$ cat src/rtl/bram_dump_sequencer.sv
// BRAM hex-dump sequencer: walks an inclusive word-address range, reads each
// word and streams "$AAAA#DD DD ... \r\n" lines to a byte-wide serial
// transmitter using a send/busy handshake. Supports abort and completion status.
module bram_dump_sequencer #(
  parameter int ADDR_W         = 10,
  parameter int DATA_W         = 8,
  parameter int WORDS_PER_LINE = 16,
  parameter int RD_LAT         = 1
) (
  input  logic              clk,
  input  logic              RESET,
  input  logic              start,
  input  logic              abort,
  input  logic [ADDR_W-1:0] addr_start,
  input  logic [ADDR_W-1:0] addr_end,
  output logic [ADDR_W-1:0] bram_ad,
  output logic              bram_ce,
  input  logic [DATA_W-1:0] bram_do,
  output logic [7:0]        tx_data,
  output logic              tx_send,
  input  logic              tx_busy,
  output logic              busy,
  output logic              done,
  output logic              aborted
);

  localparam logic [3:0] S_IDLE = 4'd0, S_HDR = 4'd1, S_ADDR = 4'd2, S_SEP = 4'd3,
                         S_RD_REQ = 4'd4, S_RD_WAIT = 4'd5, S_DIGIT = 4'd6,
                         S_SPACE = 4'd7, S_CR = 4'd8, S_LF = 4'd9, S_FIN = 4'd10;
  // Per-byte handshake phase inside every byte-emitting state.
  localparam logic [1:0] P_READY = 2'd0, P_SEND = 2'd1, P_GUARD = 2'd2, P_DRAIN = 2'd3;
  localparam logic [1:0] DIG_LAST = 2'(DATA_W/4 - 1);
  localparam logic [7:0] WPL_LAST = 8'(WORDS_PER_LINE - 1);
  localparam logic       LAT_LAST = 1'(RD_LAT - 1);

  function automatic logic [7:0] hexc(input logic [3:0] n);
    return (n < 4'd10) ? (8'h30 + {4'h0, n}) : (8'h37 + {4'h0, n});
  endfunction

  logic [3:0]        state_q, state_d;
  logic [1:0]        ph_q, ph_d;
  logic [1:0]        cnt_q, cnt_d;
  logic [7:0]        wcnt_q, wcnt_d;
  logic [ADDR_W-1:0] cur_q, cur_d, end_q, end_d;
  logic              empty_q, empty_d, last_q, last_d, lat_q, lat_d;
  logic [DATA_W-1:0] sh_q, sh_d;
  logic [7:0]        tx_data_q, tx_data_d;
  logic              tx_send_q, tx_send_d;
  logic              abort_q, abort_d, aborted_q, aborted_d;
  logic [15:0]       a16;
  logic [7:0]        byte_c;
  logic              abort_now;

  assign abort_now = abort_q | abort;

  // Line address zero-extended to the 16 bits printed in the header.
  always_comb begin
    a16 = '0;
    a16[ADDR_W-1:0] = cur_q;
  end

  // Byte that the current emitting state would send.
  always_comb begin
    byte_c = 8'h20;
    case (state_q)
      S_HDR:   byte_c = 8'h24;
      S_ADDR:  byte_c = hexc(a16[{~cnt_q, 2'b00} +: 4]);
      S_SEP:   byte_c = 8'h23;
      S_DIGIT: byte_c = hexc(sh_q[DATA_W-1 -: 4]);
      S_CR:    byte_c = 8'h0D;
      S_LF:    byte_c = 8'h0A;
      default: byte_c = 8'h20;
    endcase
  end

  // Next-state logic: range walk, read sequencing and byte handshake.
  always_comb begin
    state_d   = state_q;   ph_d    = ph_q;    cnt_d  = cnt_q;   wcnt_d = wcnt_q;
    cur_d     = cur_q;     end_d   = end_q;   empty_d = empty_q; last_d = last_q;
    lat_d     = lat_q;     sh_d    = sh_q;    tx_data_d = tx_data_q;
    tx_send_d = 1'b0;      abort_d = abort_q; aborted_d = aborted_q;
    if (busy) abort_d = abort_q | abort;
    case (state_q)
      S_IDLE: if (start) begin
        state_d = S_HDR;  ph_d = P_READY;  cur_d = addr_start;  end_d = addr_end;
        empty_d = (addr_end < addr_start);  last_d = 1'b0;  wcnt_d = '0;
        abort_d = abort;  aborted_d = 1'b0;
      end
      S_RD_REQ: begin
        state_d = S_RD_WAIT;
        lat_d   = 1'b0;
      end
      S_RD_WAIT: begin
        if (lat_q == LAT_LAST) begin
          sh_d = bram_do;  cnt_d = '0;  state_d = S_DIGIT;
        end else begin
          lat_d = lat_q + 1'b1;
        end
      end
      S_FIN: state_d = S_IDLE;
      default: begin
        case (ph_q)
          P_READY: begin
            if (abort_now) begin
              state_d = S_FIN;  aborted_d = 1'b1;
            end else if (state_q == S_HDR && empty_q) begin
              state_d = S_FIN;
            end else if (!tx_busy) begin
              tx_send_d = 1'b1;  tx_data_d = byte_c;  ph_d = P_SEND;
            end
          end
          P_SEND:  ph_d = P_GUARD;
          P_GUARD: ph_d = P_DRAIN;   // transmitter may not have raised busy yet
          default: if (!tx_busy) begin
            ph_d = P_READY;
            if (abort_now) begin
              state_d = S_FIN;  aborted_d = 1'b1;
            end else begin
              case (state_q)
                S_HDR:  begin state_d = S_ADDR; cnt_d = '0; end
                S_ADDR: if (cnt_q == 2'd3) state_d = S_SEP; else cnt_d = cnt_q + 1'b1;
                S_SEP:  state_d = S_RD_REQ;
                S_DIGIT: begin
                  sh_d = sh_q << 4;
                  if (cnt_q == DIG_LAST) state_d = S_SPACE; else cnt_d = cnt_q + 1'b1;
                end
                S_SPACE: begin
                  // Stop before incrementing so the top address never wraps.
                  if (cur_q == end_q) begin
                    last_d = 1'b1;  state_d = S_CR;
                  end else begin
                    cur_d = cur_q + 1'b1;
                    if (wcnt_q == WPL_LAST) begin
                      wcnt_d = '0;  state_d = S_CR;
                    end else begin
                      wcnt_d = wcnt_q + 1'b1;  state_d = S_RD_REQ;
                    end
                  end
                end
                S_CR:    state_d = S_LF;
                S_LF:    state_d = last_q ? S_FIN : S_HDR;
                default: state_d = S_IDLE;
              endcase
            end
          end
        endcase
      end
    endcase
  end

  // State registers.
  always_ff @(posedge clk or posedge RESET) begin
    if (RESET) begin
      state_q <= S_IDLE;  ph_q <= P_READY;  cnt_q <= '0;  wcnt_q <= '0;
      cur_q <= '0;  end_q <= '0;  empty_q <= 1'b0;  last_q <= 1'b0;  lat_q <= 1'b0;
      sh_q <= '0;  tx_data_q <= '0;  tx_send_q <= 1'b0;
      abort_q <= 1'b0;  aborted_q <= 1'b0;
    end else begin
      state_q <= state_d;  ph_q <= ph_d;  cnt_q <= cnt_d;  wcnt_q <= wcnt_d;
      cur_q <= cur_d;  end_q <= end_d;  empty_q <= empty_d;  last_q <= last_d;  lat_q <= lat_d;
      sh_q <= sh_d;  tx_data_q <= tx_data_d;  tx_send_q <= tx_send_d;
      abort_q <= abort_d;  aborted_q <= aborted_d;
    end
  end

  assign bram_ad = cur_q;
  assign bram_ce = (state_q == S_RD_REQ);
  assign tx_data = tx_data_q;
  assign tx_send = tx_send_q;
  assign busy    = (state_q != S_IDLE) && (state_q != S_FIN);
  assign done    = (state_q == S_FIN);
  assign aborted = aborted_q;

endmodule

$ cat config.mk
export PLATFORM = sky130hd
export DESIGN_NAME = bram_dump_sequencer
export DESIGN_NICKNAME = d
export VERILOG_FILES = /design/src/rtl/bram_dump_sequencer.sv
export SDC_FILE = /design/constraint.sdc
export NUM_CORES = 1
export LEC_CHECK = 0
export CORE_AREA = 3 3 95 97
export CTS_CLUSTER_DIAMETER = 40
export DETAILED_ROUTE_END_ITERATION = 8
export DIE_AREA = 0 0 98 100
export GPL_ROUTABILITY_DRIVEN = 0
export PLACE_DENSITY = 0.71
export RECOVER_POWER = 100
export SYNTH_ARGS = -nofsm -noshare
export SYNTH_HDL_FRONTEND = slang
export SYNTH_SLANG_ARGS = --single-unit
$ cat constraint.sdc
create_clock -name clk -period 2.2 [get_ports clk]
set_input_delay 0.22 -clock clk [delete_from_list [all_inputs] [get_ports clk]]
set_output_delay 0.22 -clock clk [all_outputs]
set_load 0.005 [all_outputs]
==> results_dict.tcl <==
set metrics [dict create \
    dieWidth_um 98 \
    avgSynthCellArea_um2 8.89 \
    seqPwrFrac 0.351 \
    pin_count 56 \
    max-vdd-ir-drop_mv 0.460 \
    syn_area_um2 3720 \
    path_max_fanout 17 \
    drt_iter0_markers 200 \
    pwr-share-comb 0.513 \
    p_per_area_nw_per_um2 1080 \
    h-tree-depth 2 \
    place_ws_ps -163 \
    synth_enable_flop_cells 0 \
    root_buffer "clkbuf_8" \
    slowest_stage "clkdlybuf4s50_1" \
    max_stage_delay_ps 540 \
    wl_per_cell_um 15.3 \
    wirelength_um 9180 \
    max-cap-violations 0 \
    core_area_um2 8220 \
    fin_cells 599 \
    dp.cells 586 \
    synth.largest_area_cell "dfrtp_1" \
    worstSkewPairLatency_ps 310 \
    layout-drive-gt1-share 0.162 \
    worstMarginPinSlew_ps 1400 \
    cts_tree "yes" \
    overflow 0 \
    rrSetupSlack_ps 110 \
    start_kind "flip-flop" \
    swShare 0.405 \
    timing.fmax_mhz 470 \
    dp_hpwl_um 7010 \
    area_growth_pct 25.9 \
    grt_pass1_wl_um 15800 \
    clk_path_buf_depth 2 \
    grt_pass1_vias 3350 \
    die_area_um2 9800 \
    fillCellCount 738 \
    netlist.area_leader.share 0.377 \
    rsz0062_at_grt "yes" \
    synthTopCellsByArea "dfrtp_1, ha_1, o21ai_0" \
    drt_pass1_iterations 4 \
    grtUsageTotal 0.192 \
    finalSetupViolations 0 \
    hold_path.class "flip-flop to flip-flop" \
    grt_antenna_before_repair 0 \
    p_int_uw 3000 \
    power_leakage_uw 0.00199 \
    relSlewSlack 0.0667 \
    rows 33 \
    cts_num_sinks 56 \
    synth.distinct_cells 66 \
    slew_violations 0 \
    die_h_um 100 \
    p_switching_uw 2040 \
    clkTransAtPathRegs_ps 90 \
    outcome "completed" \
    hold_buffers 0 \
    cp.arrival_ps 1910 \
    viasPerCell 5.66 \
    synth_seq_cells 56 \
    endpoint_kind "output pin" \
    nNetsFinal 545 \
    setup_slack_ps 71.2 \
    async_flop_share 1.00 \
    routed-via-count 3388 \
    p_clk_frac 0.136 \
    crit_type "flip-flop to output pin" \
    fin_crit_sh 0.968 \
    drc_errors 0 \
    critical_path.cell_chain "buf_4, nand2b_1, nor3_1, clkdlybuf4s50_1" \
    critPathRequiredTime_ps 1980 \
    yosysSeqAreaShare 0.377 \
    grt_max_degree 57 \
    initial_core_util 0.452 \
    ys_warn_count 0 \
    finClkSkew_ps 9.78 \
    detail-route-antenna-nets 0 \
    num_antenna_cells 0 \
    fin_crit_ps 2130 \
    synth.net_count 470 \
    syn_inst 418 \
    port_buffers 54 \
    hold_viol_final 0 \
    synth-main-ff-cell "dfrtp_1" \
    cts_buffers 5 \
]
-- synth_stat cells (2+ instances only) --
cell type and number:
nand4_1 5, nor3_1 5, nor2_1 24, and3_1 4, ha_1 19, xor2_1 3
o221ai_1 2, nor4_1 3, buf_4 2, nand2_1 37, or3_1 2, dfrtp_1 56
a2111oi_0 2, a31oi_1 3, o21a_1 2, o31ai_1 3, mux2_2 15, a21oi_1 38
a22o_1 7, a21o_1 2, buf_2 6, mux2i_1 8, a2bb2oi_1 2, or2_2 5
o21ai_0 46, clkbuf_1 11, o22ai_1 6, clkbuf_2 2, inv_1 24, nand3_1 11
nor2b_1 9, xnor2_1 10, nand2b_1 8, a32o_1 2, a211oi_1 3
-- cells by family (layout without fill, tap and decap cells) --
group                    Yosys count  after routing  share of synthesized area
AND/OR/NAND/NOR                  128            128                      0.187
adder cells (fa/ha/maj)           19             19                     0.0640
XOR/XNOR                          13             13                     0.0306
other                              1              1                    0.00101
AO/OA/AOI/OAI                    132            132                      0.221
buffers and inverters             46            122                     0.0532
flip-flops                        56             56                      0.377
multiplexers                      23             23                     0.0670
-- final cells by class --
class	instances	area, µm²	share of cell area
multi-input cells	316	2140	0.458
flip-flops and latches	56	1400	0.300
repair buffers	90	803	0.172
well taps	105	131	0.0281
inverters	24	90.1	0.0193
clock buffers	6	72.6	0.0155
clock inverters	2	35.0	0.00749
-- cell usage in the layout (no fill, tap or decap), types with 4 or more instances in the layout --
cell type	Yosys	layout
nor3_1	5	5
nand3_1	11	11
o21ai_0	46	46
clkbuf_8	0	5
nand2_1	37	37
mux2_2	15	15
xnor2_1	10	10
ha_1	19	18
dlygate4sd3_1	0	20
a21oi_1	38	38
inv_1	24	23
clkdlybuf4s50_1	0	34
nor2b_1	9	9
o22ai_1	6	6
nand2b_1	8	8
or2_2	5	5
nor2_1	24	24
nand4_1	5	5
dfrtp_1	56	54
a22o_1	7	7
and3_1	4	4
buf_4	2	33
mux2i_1	8	8
-- worst paths after layout --
kind | from | end | depth (start not counted)
min in group asynchronous | RESET | end_q[8] | 3
max in group asynchronous | RESET | state_q[2] | 3
hold / removal | tx_data[0] | tx_data[0] | 2
setup / recovery | state_q[0] | bram_ce | 4
setup reg to reg | ph_q[0] | bram_ad[6] | 7
hold reg to reg | tx_data[0] | tx_data[0] | 2
-- metrics by stage --
| step | power, µW | hold WS (ps) | cell area [µm²] | util | TNS, ps |
|---|---|---|---|---|---|
| after CTS | 5060 | 271 | 4660 | 0.567 | 0 |
| after global placement | 4290 | 466 | 4540 | 0.553 | -137 |
| after detailed placement | 4360 | 465 | 4540 | 0.553 | -592 |
| after floorplan | 3340 | 357 | 3720 | - | 0 |
| after global routing | 5430 | 515 | 4680 | 0.570 | -42.1 |
| final | 5030 | 486 | 4680 | 0.570 | 0 |
-- repair_timing --
item                       4_1_cts  5_1_grt
setup endpoints to repair        1        9
pin swaps                        0        2
gates cloned                     0        0
buffers inserted                 1        4
gates resized for setup          0        6
-- registers in the layout (all words and copies together), names as in the netlist, 2 cells and up --
| name | count |
|---|---|
| bram_ad | 10 |
| end_q | 10 |
| sh_q | 8 |
| wcnt_q | 8 |
| tx_data | 7 |
| state_q | 4 |
| cnt_q | 2 |
| ph_q | 2 |
-- per-layer routing --
metal / share of wire / global-route usage / vias up
li1: - / - / 1648
met1: 0.46 / 0.267 / 1631
met5: 0 / 0 / -
met4: 0.010 / 0.0447 / 0
met2: 0.48 / 0.324 / 102
met3: 0.049 / 0.0208 / 7
-- worst max-delay path, delay by kind of cell, from the launching register on --
kind	cells	cell delay [ps]
buffers and inverters	2	760
and+or+nand+nor	2	390
DFF	1	460
-- power groups by stage --
stage	clock, µW	combinational (µW)	sequential [µW]
after floorplan	0	1710	1630
final	685	2580	1770
after global placement	0	2510	1780
after detailed placement	0	2570	1790
after global routing	732	2880	1820
after CTS	695	2600	1770
No activity file was read; power rests on OpenSTA's default activity.
